### src/rtl/spi_reg_pkg.sv
// Shared constants and types for the SPI register responder.
package spi_reg_pkg;

  localparam logic [7:0]  CMD_WR          = 8'h80;
  localparam logic [7:0]  CMD_RD          = 8'h00;

  localparam int          STAT_ABORT      = 0;
  localparam int          STAT_BAD        = 1;
  localparam int          STAT_TIMEOUT    = 2;

  localparam logic [31:0] RD_TIMEOUT_DATA = 32'hDEAD_BEEF;

  // Bit counts at which each frame phase ends.
  localparam int          CMD_END         = 8;
  localparam int          ADDR_END        = 24;
  localparam int          TURN_END        = 32;
  localparam int          FRAME_END       = 64;

  typedef enum logic [2:0] {
    S_IDLE,
    S_CMD,
    S_ADDR,
    S_TURN,
    S_DATA,
    S_DONE
  } state_t;

endpackage

### src/rtl/spi_sync_edge.sv
// Multi-stage synchronizer with registered level and edge pulses.
// The level output is aligned with the rise/fall pulses.
module spi_sync_edge #(
  parameter int SYNC_STAGES = 2
) (
  input  logic clk,
  input  logic rst,
  input  logic din,
  output logic level,
  output logic rise,
  output logic fall
);

  logic [SYNC_STAGES-1:0] sync_q, sync_d;
  logic level_q, level_d;
  logic rise_q, rise_d;
  logic fall_q, fall_d;

  // Shift the pad value in and derive edges against the previous level.
  always_comb begin
    sync_d  = (sync_q << 1) | SYNC_STAGES'(din);
    level_d = sync_q[SYNC_STAGES-1];
    rise_d  = level_d & ~level_q;
    fall_d  = ~level_d & level_q;
  end

  // Synchronizer and level keep running through reset so the first
  // cycle after release never produces a false edge.
  always_ff @(posedge clk) begin
    sync_q  <= sync_d;
    level_q <= level_d;
  end

  // Edge pulses are cleared by reset.
  always_ff @(posedge clk) begin
    if (rst) begin
      rise_q <= 1'b0;
      fall_q <= 1'b0;
    end else begin
      rise_q <= rise_d;
      fall_q <= fall_d;
    end
  end

  assign level = level_q;
  assign rise  = rise_q;
  assign fall  = fall_q;

endmodule

### src/rtl/spi_reg_slave.sv
// SPI mode-0 responder: one 64-bit frame -> one register write or read.
//
// state  | meaning
// IDLE   | deselected, waiting for ss_n fall
// CMD    | receiving command byte (bits 0-7)
// ADDR   | receiving address (bits 8-23); read issued at bit 23
// TURN   | turnaround (bits 24-31); status byte shifted out
// DATA   | data word (bits 32-63); write committed at bit 63
// DONE   | frame finished or unusable, waiting for ss_n high
module spi_reg_slave
  import spi_reg_pkg::*;
#(
  parameter int ADDR_W      = 16,
  parameter int DATA_W      = 32,
  parameter int SYNC_STAGES = 2
) (
  input  logic              clk,
  input  logic              rst,
  input  logic              spi_sck,
  input  logic              spi_ss_n,
  input  logic              spi_mosi,
  output logic              spi_miso,
  output logic              spi_miso_oe,
  output logic [ADDR_W-1:0] reg_addr,
  output logic [DATA_W-1:0] reg_wdata,
  output logic              reg_wr,
  output logic              reg_rd,
  input  logic [DATA_W-1:0] reg_rdata,
  input  logic              reg_rd_ack,
  output logic              frame_err
);

  logic sck_level, sck_rise, sck_fall;
  logic ss_level, ss_rise, ss_fall;
  logic [SYNC_STAGES-1:0] mosi_q, mosi_d;
  logic mosi_s;

  state_t state_q, state_d;
  logic [5:0]  bit_cnt_q, bit_cnt_d;
  logic [63:0] rx_q, rx_d, rx_shift;
  logic [31:0] tx_q, tx_d, tx_src;
  logic [2:0]  stat_q, stat_d;
  logic        is_rd_q, is_rd_d;
  logic        bad_q, bad_d;
  logic        rd_wait_q, rd_wait_d;
  logic        rd_ok_q, rd_ok_d;
  logic [DATA_W-1:0] rd_data_q, rd_data_d;
  logic [ADDR_W-1:0] reg_addr_q, reg_addr_d;
  logic [DATA_W-1:0] reg_wdata_q, reg_wdata_d;
  logic        reg_wr_q, reg_wr_d;
  logic        reg_rd_q, reg_rd_d;
  logic        frame_err_q, frame_err_d;
  logic        miso_q, miso_d;
  logic        oe_q, oe_d;
  logic [7:0]  hdr_cmd;
  logic [15:0] hdr_addr;

  spi_sync_edge #(.SYNC_STAGES(SYNC_STAGES)) u_sck_sync (
    .clk   (clk),
    .rst   (rst),
    .din   (spi_sck),
    .level (sck_level),
    .rise  (sck_rise),
    .fall  (sck_fall)
  );

  spi_sync_edge #(.SYNC_STAGES(SYNC_STAGES)) u_ss_sync (
    .clk   (clk),
    .rst   (rst),
    .din   (spi_ss_n),
    .level (ss_level),
    .rise  (ss_rise),
    .fall  (ss_fall)
  );

  // MOSI only needs a synchronizer; it is stable around the SCK rise.
  always_comb begin
    mosi_d = (mosi_q << 1) | SYNC_STAGES'(spi_mosi);
  end

  // MOSI synchronizer flops.
  always_ff @(posedge clk) begin
    mosi_q <= mosi_d;
  end

  assign mosi_s   = mosi_q[SYNC_STAGES-1];
  assign rx_shift = (rx_q << 1) | 64'(mosi_s);
  assign hdr_cmd  = rx_shift[23:16];
  assign hdr_addr = rx_shift[15:0];

  // Frame FSM, shifters, status and register-bus strobes.
  always_comb begin
    state_d     = state_q;
    bit_cnt_d   = bit_cnt_q;
    rx_d        = rx_q;
    tx_d        = tx_q;
    tx_src      = tx_q;
    stat_d      = stat_q;
    is_rd_d     = is_rd_q;
    bad_d       = bad_q;
    rd_wait_d   = rd_wait_q;
    rd_ok_d     = rd_ok_q;
    rd_data_d   = rd_data_q;
    reg_addr_d  = reg_addr_q;
    reg_wdata_d = reg_wdata_q;
    reg_wr_d    = 1'b0;
    reg_rd_d    = 1'b0;
    frame_err_d = 1'b0;
    miso_d      = miso_q;
    oe_d        = ~ss_level;

    if (rd_wait_q && reg_rd_ack) begin
      rd_wait_d = 1'b0;
      rd_ok_d   = 1'b1;
      rd_data_d = reg_rdata;
    end

    case (state_q)
      S_IDLE: begin
        miso_d = 1'b0;
        if (ss_fall) begin
          // SCK high at select means the host is not in mode 0; sit the frame out.
          state_d   = sck_level ? S_DONE : S_CMD;
          bit_cnt_d = '0;
          rx_d      = '0;
          is_rd_d   = 1'b0;
          bad_d     = 1'b0;
          rd_wait_d = 1'b0;
          rd_ok_d   = 1'b0;
        end
      end
      S_DONE: begin
        miso_d = 1'b0;
        if (ss_level) state_d = S_IDLE;
      end
      default: begin
        if (sck_rise) begin
          rx_d      = rx_shift;
          bit_cnt_d = bit_cnt_q + 6'd1;
          if (bit_cnt_q == 6'(CMD_END - 1)) state_d = S_ADDR;
          if (bit_cnt_q == 6'(ADDR_END - 1)) begin
            state_d = S_TURN;
            if ((hdr_cmd != CMD_WR && hdr_cmd != CMD_RD) || hdr_addr[1:0] != 2'b00) begin
              bad_d = 1'b1;
            end else if (hdr_cmd == CMD_RD) begin
              is_rd_d    = 1'b1;
              reg_rd_d   = 1'b1;
              reg_addr_d = ADDR_W'(hdr_addr);
              rd_wait_d  = 1'b1;
              rd_ok_d    = 1'b0;
            end
          end
          if (bit_cnt_q == 6'(TURN_END - 1)) state_d = S_DATA;
          if (bit_cnt_q == 6'(FRAME_END - 1)) begin
            state_d = S_DONE;
            miso_d  = 1'b0;
            if (bad_q) begin
              frame_err_d      = 1'b1;
              stat_d[STAT_BAD] = 1'b1;
            end else if (!is_rd_q) begin
              reg_wr_d    = 1'b1;
              reg_addr_d  = ADDR_W'(rx_shift[55:40]);
              reg_wdata_d = rx_shift[31:0];
            end
          end
        end else if (sck_fall && bit_cnt_q >= 6'(ADDR_END)) begin
          if (bit_cnt_q == 6'(ADDR_END)) tx_src = {5'b0, stat_q, 24'b0};
          if (bit_cnt_q == 6'(TURN_END)) begin
            // Previous status has been fully shifted out; start this frame's.
            stat_d    = '0;
            rd_wait_d = 1'b0;
            if (is_rd_q && rd_ok_q) begin
              tx_src = rd_data_q;
            end else if (is_rd_q) begin
              tx_src               = RD_TIMEOUT_DATA;
              stat_d[STAT_TIMEOUT] = 1'b1;
            end else begin
              tx_src = '0;
            end
          end
          miso_d = tx_src[31];
          tx_d   = tx_src << 1;
        end

        // A deselect landing with the last bit still completes the frame.
        if (ss_rise && !(sck_rise && bit_cnt_q == 6'(FRAME_END - 1))) begin
          state_d            = S_IDLE;
          miso_d             = 1'b0;
          stat_d[STAT_ABORT] = 1'b1;
          frame_err_d        = 1'b1;
          rd_wait_d          = 1'b0;
          reg_rd_d           = 1'b0;
          reg_addr_d         = reg_addr_q;
        end
      end
    endcase
  end

  // State register; reset parks in DONE so a half-seen frame is skipped.
  always_ff @(posedge clk) begin
    if (rst) begin
      state_q     <= S_DONE;
      bit_cnt_q   <= '0;
      rx_q        <= '0;
      tx_q        <= '0;
      stat_q      <= '0;
      is_rd_q     <= 1'b0;
      bad_q       <= 1'b0;
      rd_wait_q   <= 1'b0;
      rd_ok_q     <= 1'b0;
      rd_data_q   <= '0;
      reg_addr_q  <= '0;
      reg_wdata_q <= '0;
      reg_wr_q    <= 1'b0;
      reg_rd_q    <= 1'b0;
      frame_err_q <= 1'b0;
      miso_q      <= 1'b0;
      oe_q        <= 1'b0;
    end else begin
      state_q     <= state_d;
      bit_cnt_q   <= bit_cnt_d;
      rx_q        <= rx_d;
      tx_q        <= tx_d;
      stat_q      <= stat_d;
      is_rd_q     <= is_rd_d;
      bad_q       <= bad_d;
      rd_wait_q   <= rd_wait_d;
      rd_ok_q     <= rd_ok_d;
      rd_data_q   <= rd_data_d;
      reg_addr_q  <= reg_addr_d;
      reg_wdata_q <= reg_wdata_d;
      reg_wr_q    <= reg_wr_d;
      reg_rd_q    <= reg_rd_d;
      frame_err_q <= frame_err_d;
      miso_q      <= miso_d;
      oe_q        <= oe_d;
    end
  end

  assign spi_miso    = miso_q;
  assign spi_miso_oe = oe_q;
  assign reg_addr    = reg_addr_q;
  assign reg_wdata   = reg_wdata_q;
  assign reg_wr      = reg_wr_q;
  assign reg_rd      = reg_rd_q;
  assign frame_err   = frame_err_q;

endmodule
### config.mk
export PLATFORM = sky130hd
export DESIGN_NAME = spi_reg_slave
export DESIGN_NICKNAME = d
export VERILOG_FILES = /design/src/rtl/spi_reg_pkg.sv /design/src/rtl/spi_sync_edge.sv /design/src/rtl/spi_reg_slave.sv
export SDC_FILE = /design/constraint.sdc
export NUM_CORES = 1
export LEC_CHECK = 0
export CAP_MARGIN = 0
export CORE_MARGIN = 2
export CORE_UTILIZATION = 60
export DETAILED_ROUTE_END_ITERATION = 10
export MAX_ROUTING_LAYER = met4
export PLACE_DENSITY = 0.94
export SLEW_MARGIN = 20
export SYNTH_ARGS = -nofsm -noshare
export SYNTH_HDL_FRONTEND = slang
export SYNTH_SLANG_ARGS = --single-unit
export TNS_END_PERCENT = 5
### constraint.sdc
create_clock -name clk -period 5.7 [get_ports clk]
set_input_delay 0.855 -clock clk [delete_from_list [all_inputs] [get_ports clk]]
set_output_delay 0.855 -clock clk [all_outputs]
set_load 0.01 [all_outputs]
==> results of run 1 <==
kinds of logic after synthesis:
| group | Yosys count | synth area share |
|---|---|---|
| simple gates | 396 | 0.2224 |
| flops | 199 | 0.5199 |
| compound gates | 233 | 0.1925 |
| fa+ha+maj | 2 | 0.003265 |
| buf+inv | 81 | 0.04442 |
| xor+xnor | 6 | 0.006858 |
| mux | 8 | 0.01061 |
registers in the layout, summed over array words and instances, names as in the netlist, 2 cells and up:
| signal | cells |
|---|---|
| bit_cnt_q | 6 |
| mosi_q | 2 |
| rd_data_q | 32 |
| reg_addr | 16 |
| reg_wdata | 32 |
| rx_q | 55 |
| stat_q | 3 |
| state_q | 3 |
| tx_q | 31 |
| u_sck_sync.sync_q | 2 |
| u_ss_sync.sync_q | 2 |
layout make-up:
type	count	area, sq um
multi-input cells	645	3373
fillers	903	3406
flip-flops and latches	199	3984
inverters	8	30.03
clock inverters	12	150.1
repair buffers	96	963.4
clock buffers	20	446.7
well taps	172	215.2
through the flow:
step | std cells | area (sq um)
2_1_floorplan | 925 | 7662
3_3_place_gp | 1119 | 8533
3_5_place_dp | 1119 | 8534
4_1_cts | 1151 | 9131
5_1_grt | 1152 | 9163
6_report | 1152 | 9163
power groups by stage:
| stage | Combinational (uW) | Sequential (uW) | Clock (uW) |
|---|---|---|---|
| after floorplan | 172 | 1440 | 0 |
| after global placement | 223 | 1470 | 0 |
| after detailed placement | 223 | 1470 | 0 |
| after CTS | 227 | 1440 | 1220 |
| after global routing | 253 | 1440 | 1290 |
| final | 232 | 1440 | 1210 |
critical path, cell delays in order (launching register included):
cell      delay [ps]
dfxtp_1          350
inv_1             70
ha_1             180
nor4b_4          480
nand3_1          740
nor2_2           590
a211oi_1         140
a211oi_1         210
layout by cell type, fill, tap and decap left out, types with 2 or more instances in the layout:
cell type / n
dfxtp_1: 199
nand2_1: 193
nor2_1: 127
a21oi_1: 119
clkdlybuf4s50_1: 89
a22oi_1: 34
nor3_1: 29
o21ai_0: 27
clkbuf_16: 17
o221a_1: 10
inv_1: 8
a221oi_1: 8
nand3_1: 7
mux2i_1: 7
nor2b_1: 6
a211oi_1: 6
buf_4: 6
o221a_2: 5
xor2_1: 4
nor3b_1: 4
nor4_1: 4
clkinv_2: 4
o21a_1: 3
and3_1: 3
o2111ai_1: 3
clkinvlp_4: 3
bufinv_16: 3
xnor2_1: 2
or3b_1: 2
and2_1: 2
or2_2: 2
o211ai_1: 2
or3_1: 2
ha_1: 2
clkbuf_1: 2
final timing paths:
kind / end / slack (ps)
setup / recovery: tx_q[25]$_SDFFE_PP0P_ / 2850
hold / removal: mosi_q[1]$_DFF_P_ / 330
setup reg to reg: tx_q[25]$_SDFFE_PP0P_ / 2850
hold reg to reg: mosi_q[1]$_DFF_P_ / 330
layer usage:
metal / share of wire / GRT usage / vias up / wire, um
li1: - / - / 3239 / -
met1: 0.43 / 0.3513 / 3186 / 7716
met2: 0.49 / 0.4231 / 243 / 8663
met3: 0.057 / 0.05201 / 44 / 1012
met4: 0.026 / 0.1137 / 0 / 464
met5: 0 / - / - / 0
==> metrics.csv, run 1 <==
stage;metric;value;unit
outcome;status;finished, final reports clean;
power_and_ir_drop;P_sw;701.0;uW
logic_synthesis;Gate Count Post-Synth;925;
place;pre-CTS setup slack;2950;ps
logic_synthesis;count leader, synth;dfxtp_1;
clock_network;TritonCTS buffer count;17;
critical_path;critical path fanouts, max;23;
layout;final core occ;0.7290;
logic_synthesis;Avg Cell Area, Syn;8.284;sq um
worst_hold_path;hold_sp;mosi_q[0]$_DFF_P_;
logic_synthesis;post-synth cell types;62;
logic_synthesis;top cells by area, synth;dfxtp_1 52%, nand2_1 9.5%, a21oi_1 7.8%;
global_route;total global routing track utilization;0.2727;
drt;final antenna-violating net count;0;
flow_run;max_cap viols;0;
die;Core ar.;12570;sq um
logic_synthesis;Top FF cell, synth;dfxtp_1;
die;die area;13690;sq um
timing;RSZ-0062 raised after global routing;false;
global_route;GRT overflow;0;
timing;PnR worst setup slack;2855;ps
logic_synthesis;Yosys reg bits;199;
drt;vias after detailed routing;6712;
power_and_ir_drop;total power;2885;uW
layout;Antenna diodes;0;
logic_synthesis;post-synthesis net count;965;
clock_network;Clk Latency, worst-skew pair;430;ps
drt;routed len/inst;15.50;um
place;Post-DP HPWL;10500;um
drt;number of remaining DRC errors;0;
logic_synthesis;Yosys top cell by area;dfxtp_1;
critical_path;Req. time, crit path;6050;ps
die;Initial Utilization;0.6097;
clock_network;CTS tree;done;
global_route;first-pass GRT wire length;28860;um
timing;Worst slew margin;0.3957;
timing;Clock Skews;8.820;ps
global_route;initial antenna violation count;0;
timing;Final Max Slew Viols;0;
worst_hold_path;Hold Crit Class;flip-flop to flip-flop;
logic_synthesis;top cell type's share of synthesized area;0.5199;
clock_network;CTS resizes;0;
logic_synthesis;top post-synthesis cells by count;199 x dfxtp_1, 194 x nand2_1, 128 x nor2_1, 119 x a21oi_1, 55 x clkbuf_1;
timing;Min Hold Slack;329.1;ps
die;Die H;117.0;um
clock_network;H-tree depth reported by CTS;4;
timing;sum of negative setup slack;0;ps
logic_synthesis;Seq/Total Area, Yosys;0.5199;
power_and_ir_drop;clock network power share;0.421;
critical_path;Crit Path Class;flip-flop to flip-flop;
critical_path;worst r2r src;bit_cnt_q[0]$_SDFFE_PP0P_;
timing;Worst Max-Slew Pin Slew;906.4;ps
clock_network;CTS clk-pin slew, worst paths;70;ps
die;placement row count;41;
drt;drt first pass iters;6;
critical_path;R2R depth;7;
timing;Final Hold Fails;0;
worst_hold_path;hold path cells;0;
timing;Tcrit/Tclk final;0.4992;
place;IO Port Bufs;90;
power_and_ir_drop;Flop pwr share;0.499;
die;Top Ports;91;
critical_path;CP Launch Type;flip-flop;
logic_synthesis;yosys warns;0;
timing;final setup fails;0;
timing;Max Fclk;351.5;MHz
power_and_ir_drop;Pwr per Cell Area;314.9;nW/um^2
clock_network;clk root buf;clkbuf_16;
power_and_ir_drop;LEAKAGE;0.003249;uW
timing;min cycle time layout;2845;ps
layout;final net count;1007;
place;RePlAce Congestion;0.9166;
critical_path;crit path DAT;3190;ps
critical_path;worst setup path start;bit_cnt_q[0]$_SDFFE_PP0P_;
logic_synthesis;EDFF count, synth;0;
logic_synthesis;Mapped Area;7662;sq um
clock_network;CTS Sinks;199;
power_and_ir_drop;Comb pwr share;0.081;
global_route;largest net degree at the start of global routing;69;
clock_network;Post-CTS Setup Bufs;0;
drt;drt via density;5.826;
logic_synthesis;Async SR Flop Fraction;0;
clock_network;Max clock buf depth;2;
global_route;vias in the first global route;6038;
drt;Post-Route WL;17860;um
die;die width;117.0;um
power_and_ir_drop;Internal;2184;uW
power_and_ir_drop;Switching Fraction;0.2429;
critical_path;endpoint type of the worst setup path;flip-flop;
layout;share of cells above drive strength 1;0.06122;
drt;DRT iter0 DRCs;679;
layout;Area Overhead vs Synth;19.58;%
clock_network;# hold bufs at CTS;0;
power_and_ir_drop;VDD IR max;0.0002358;V
Note: power is estimated with default switching activity, not from simulation.
==> run 2, diff against run 1 <==
Settings changed: CORE_UTILIZATION 60 to 50, PLACE_DENSITY 0.94 to 0.84.
Clock period 5.7 ns to 2.5 ns, I/O delays scaled along.
==> metrics.csv, run 2 (synthesized netlist as in run 1, its figures left out) <==
stage;metric;value;unit;change
outcome;status;finished, final reports clean;;
die;die width;127.8;um;+9.2%
drt;Post-Route WL;17190;um;-3.8%
die;Initial Utilization;0.5078;;-0.1019
critical_path;worst r2r src;bit_cnt_q[0]$_SDFFE_PP0P_;;
power_and_ir_drop;P_sw;1651;uW;+140%
die;Top Ports;91;;unchanged
power_and_ir_drop;Internal;5098;uW;+130%
timing;Final Max Slew Viols;0;;unchanged
clock_network;Post-CTS Setup Bufs;0;;unchanged
critical_path;max incr delay on CP;550;ps;-190 ps
layout;commonest cells after routing, fill and taps aside;199 x dfxtp_1, 194 x nand2_1, 127 x nor2_1;;
clock_network;CTS Sinks;199;;unchanged
layout;Area Overhead vs Synth;22.35;%;
layout;Largest register FFs;55;;unchanged
timing;Max Fclk;442.6;MHz;+26%
clock_network;clk root buf;clkbuf_16;;
power_and_ir_drop;total power;6748;uW;+130%
clock_network;H-tree depth reported by CTS;4;;unchanged
global_route;first-pass GRT wire length;28700;um;-0.55%
power_and_ir_drop;VDD IR max;0.0004971;V;+110%
clock_network;TritonCTS buffer count;17;;unchanged
critical_path;Crit Path Class;flip-flop to flip-flop;;
layout;final core occ;0.6213;;-0.1077
worst_hold_path;Hold Crit Class;flip-flop to flip-flop;;
timing;sum of negative setup slack;0;ps;unchanged
drt;number of remaining DRC errors;0;;unchanged
clock_network;CTS tree;done;;
clock_network;CTS resizes;0;;unchanged
critical_path;crit path DAT;2570;ps;-620 ps
timing;Tcrit/Tclk final;0.9038;;+0.4046
clock_network;Clk Latency, worst-skew pair;450;ps;+20 ps
timing;Final Hold Fails;0;;unchanged
power_and_ir_drop;Flop pwr share;0.486;;-0.013
drt;DRT iter0 DRCs;500;;-26%
timing;RSZ-0062 raised after global routing;false;;
critical_path;Req. time, crit path;2810;ps;-3240 ps
critical_path;CP cell instances;ha_1 -> and3_1 -> o2111ai_4 -> buf_4 -> nand2_1 -> a21oi_1;;
power_and_ir_drop;Switching Fraction;0.2446;;+0.001647
critical_path;R2R depth;6;;-1
global_route;vias in the first global route;6023;;-0.25%
die;die area;16330;sq um;+19%
place;IO Port Bufs;90;;unchanged
drt;drt first pass iters;5;;-1
clock_network;Max clock buf depth;2;;unchanged
die;Die H;127.8;um;+9.2%
die;Core ar.;15090;sq um;+20%
critical_path;Register-to-Register Setup Slack;240;ps;-2610 ps
drt;drt via density;5.479;;-6.0%
layout;final net count;1025;;+1.8%
timing;Worst slew margin;0.3116;;-0.08412
critical_path;critical path fanouts, max;36;;+57%
die;placement row count;45;;+9.8%
global_route;total global routing track utilization;0.2228;;-0.04989
global_route;largest net degree at the start of global routing;53;;-23%
place;RePlAce Congestion;0.8571;;-6.5%
layout;Antenna diodes;0;;unchanged
drt;vias after detailed routing;6498;;-3.2%
critical_path;endpoint type of the worst setup path;flip-flop;;
drt;final antenna-violating net count;0;;unchanged
global_route;GRT overflow;0;;unchanged
worst_hold_path;hold path cells;0;;unchanged
drt;routed len/inst;14.49;um;-6.5%
flow_run;max_cap viols;0;;unchanged
power_and_ir_drop;LEAKAGE;0.003372;uW;+3.8%
critical_path;worst setup path start;bit_cnt_q[0]$_SDFFE_PP0P_;;
power_and_ir_drop;Pwr per Cell Area;719.8;nW/um^2;+130%
place;Post-DP HPWL;10980;um;+4.6%
power_and_ir_drop;Comb pwr share;0.078;;-0.003
critical_path;slowest stage cell on the critical path;o2111ai_4;;
critical_path;r2r endpoint;reg_wdata[17]$_SDFFE_PP0P_;;
clock_network;CTS clk-pin slew, worst paths;70;ps;about the same
critical_path;CP Launch Type;flip-flop;;
worst_hold_path;hold_sp;u_sck_sync.sync_q[0]$_DFF_P_;;
timing;final setup fails;0;;unchanged
power_and_ir_drop;clock network power share;0.436;;+0.015
worst_hold_path;Hold EP;u_sck_sync.sync_q[1]$_DFF_P_;;
clock_network;# hold bufs at CTS;0;;unchanged
timing;min cycle time layout;2259;ps;-585.9 ps
layout;share of cells above drive strength 1;0.07715;;+0.01593
timing;Clock Skews;9.220;ps;+0.3993 ps
global_route;initial antenna violation count;0;;unchanged
timing;Worst Max-Slew Pin Slew;1033;ps;+126.2 ps
layout;Largest Register;rx_q;;
layout;commonest non-fill, non-tap cell in the layout;dfxtp_1;;
-- run 2: cell types whose count changed in the layout (fill, tap and decap cells not counted), sizes merged --
cell	previous run	this run
bufinv	3	4
buf	7	25
clkinv	5	2
clkbuf	20	18
clkinvlp	3	1
inv	9	15
-- run 2: per-layer routing --
layer | vias to the layer above | routed length [um] | part of all wire | global-route usage
met5 | - | 0 | 0 | -
met4 | 0 | 301 | 0.018 | 0.07628
met3 | 26 | 619 | 0.036 | 0.05050
met2 | 129 | 8123 | 0.47 | 0.3416
met1 | 3069 | 8140 | 0.47 | 0.2921
li1 | 3274 | - | - | -
-- run 2: worst max-delay path by stage --
stage / end / slack (ps)
final: reg_wdata[17]$_SDFFE_PP0P_ / 240
after global routing: reg_wdata[22]$_SDFFE_PP0P_ / 40
after CTS: reg_wdata[19]$_SDFFE_PP0P_ / 240
after detailed placement: reg_wdata[19]$_SDFFE_PP0P_ / 260
after global placement: reg_wdata[17]$_SDFFE_PP0P_ / 320
after floorplan: reg_addr[10]$_SDFFE_PP0P_ / 550
-- run 2: final cells by class --
class,instances,area [sq um]
flip-flops and latches,199,3984
well taps,188,235.2
fillers,1268,5714
inverters,8,30.03
clock inverters,14,209.0
multi-input cells,645,3372
repair buffers,114,1116
clock buffers,18,429.2
-- run 2: stage by stage --
step	hold slack, ps	worst slack, ps	instance area [sq um]	instances
6_report	326.5	240.5	9375	1186
5_1_grt	348.7	38.98	9375	1186
4_1_cts	328.8	244.5	9375	1186
3_5_place_dp	312.1	261.1	8737	1154
3_3_place_gp	309.9	321.4	8737	1154
2_1_floorplan	309.6	551.7	7662	925
-- run 2: power by group through the flow --
stage / clock [uW] / combinational (uW) / sequential, uW
2_1_floorplan: 0 / 391 / 3290
3_3_place_gp: 0 / 518 / 3340
3_5_place_dp: 0 / 522 / 3350
4_1_cts: 2980 / 525 / 3270
5_1_grt: 3120 / 580 / 3290
6_report: 2950 / 526 / 3280
-- run 2: critical path: cells and delay by family (launching register included) --
family / cells / cell delay (ps)
AO/OA/AOI/OAI: 2 / 610
flip-flops: 1 / 410
buffers and inverters: 1 / 400
AND/OR/NAND/NOR: 2 / 390
adder cells (fa/ha/maj): 1 / 280
==> run 3, diff against run 2 <==
Settings changed: CAP_MARGIN 0 to unset.
==> results of run 3 <==
No change in the layout: final DEF, timing and power equal those of run 2.
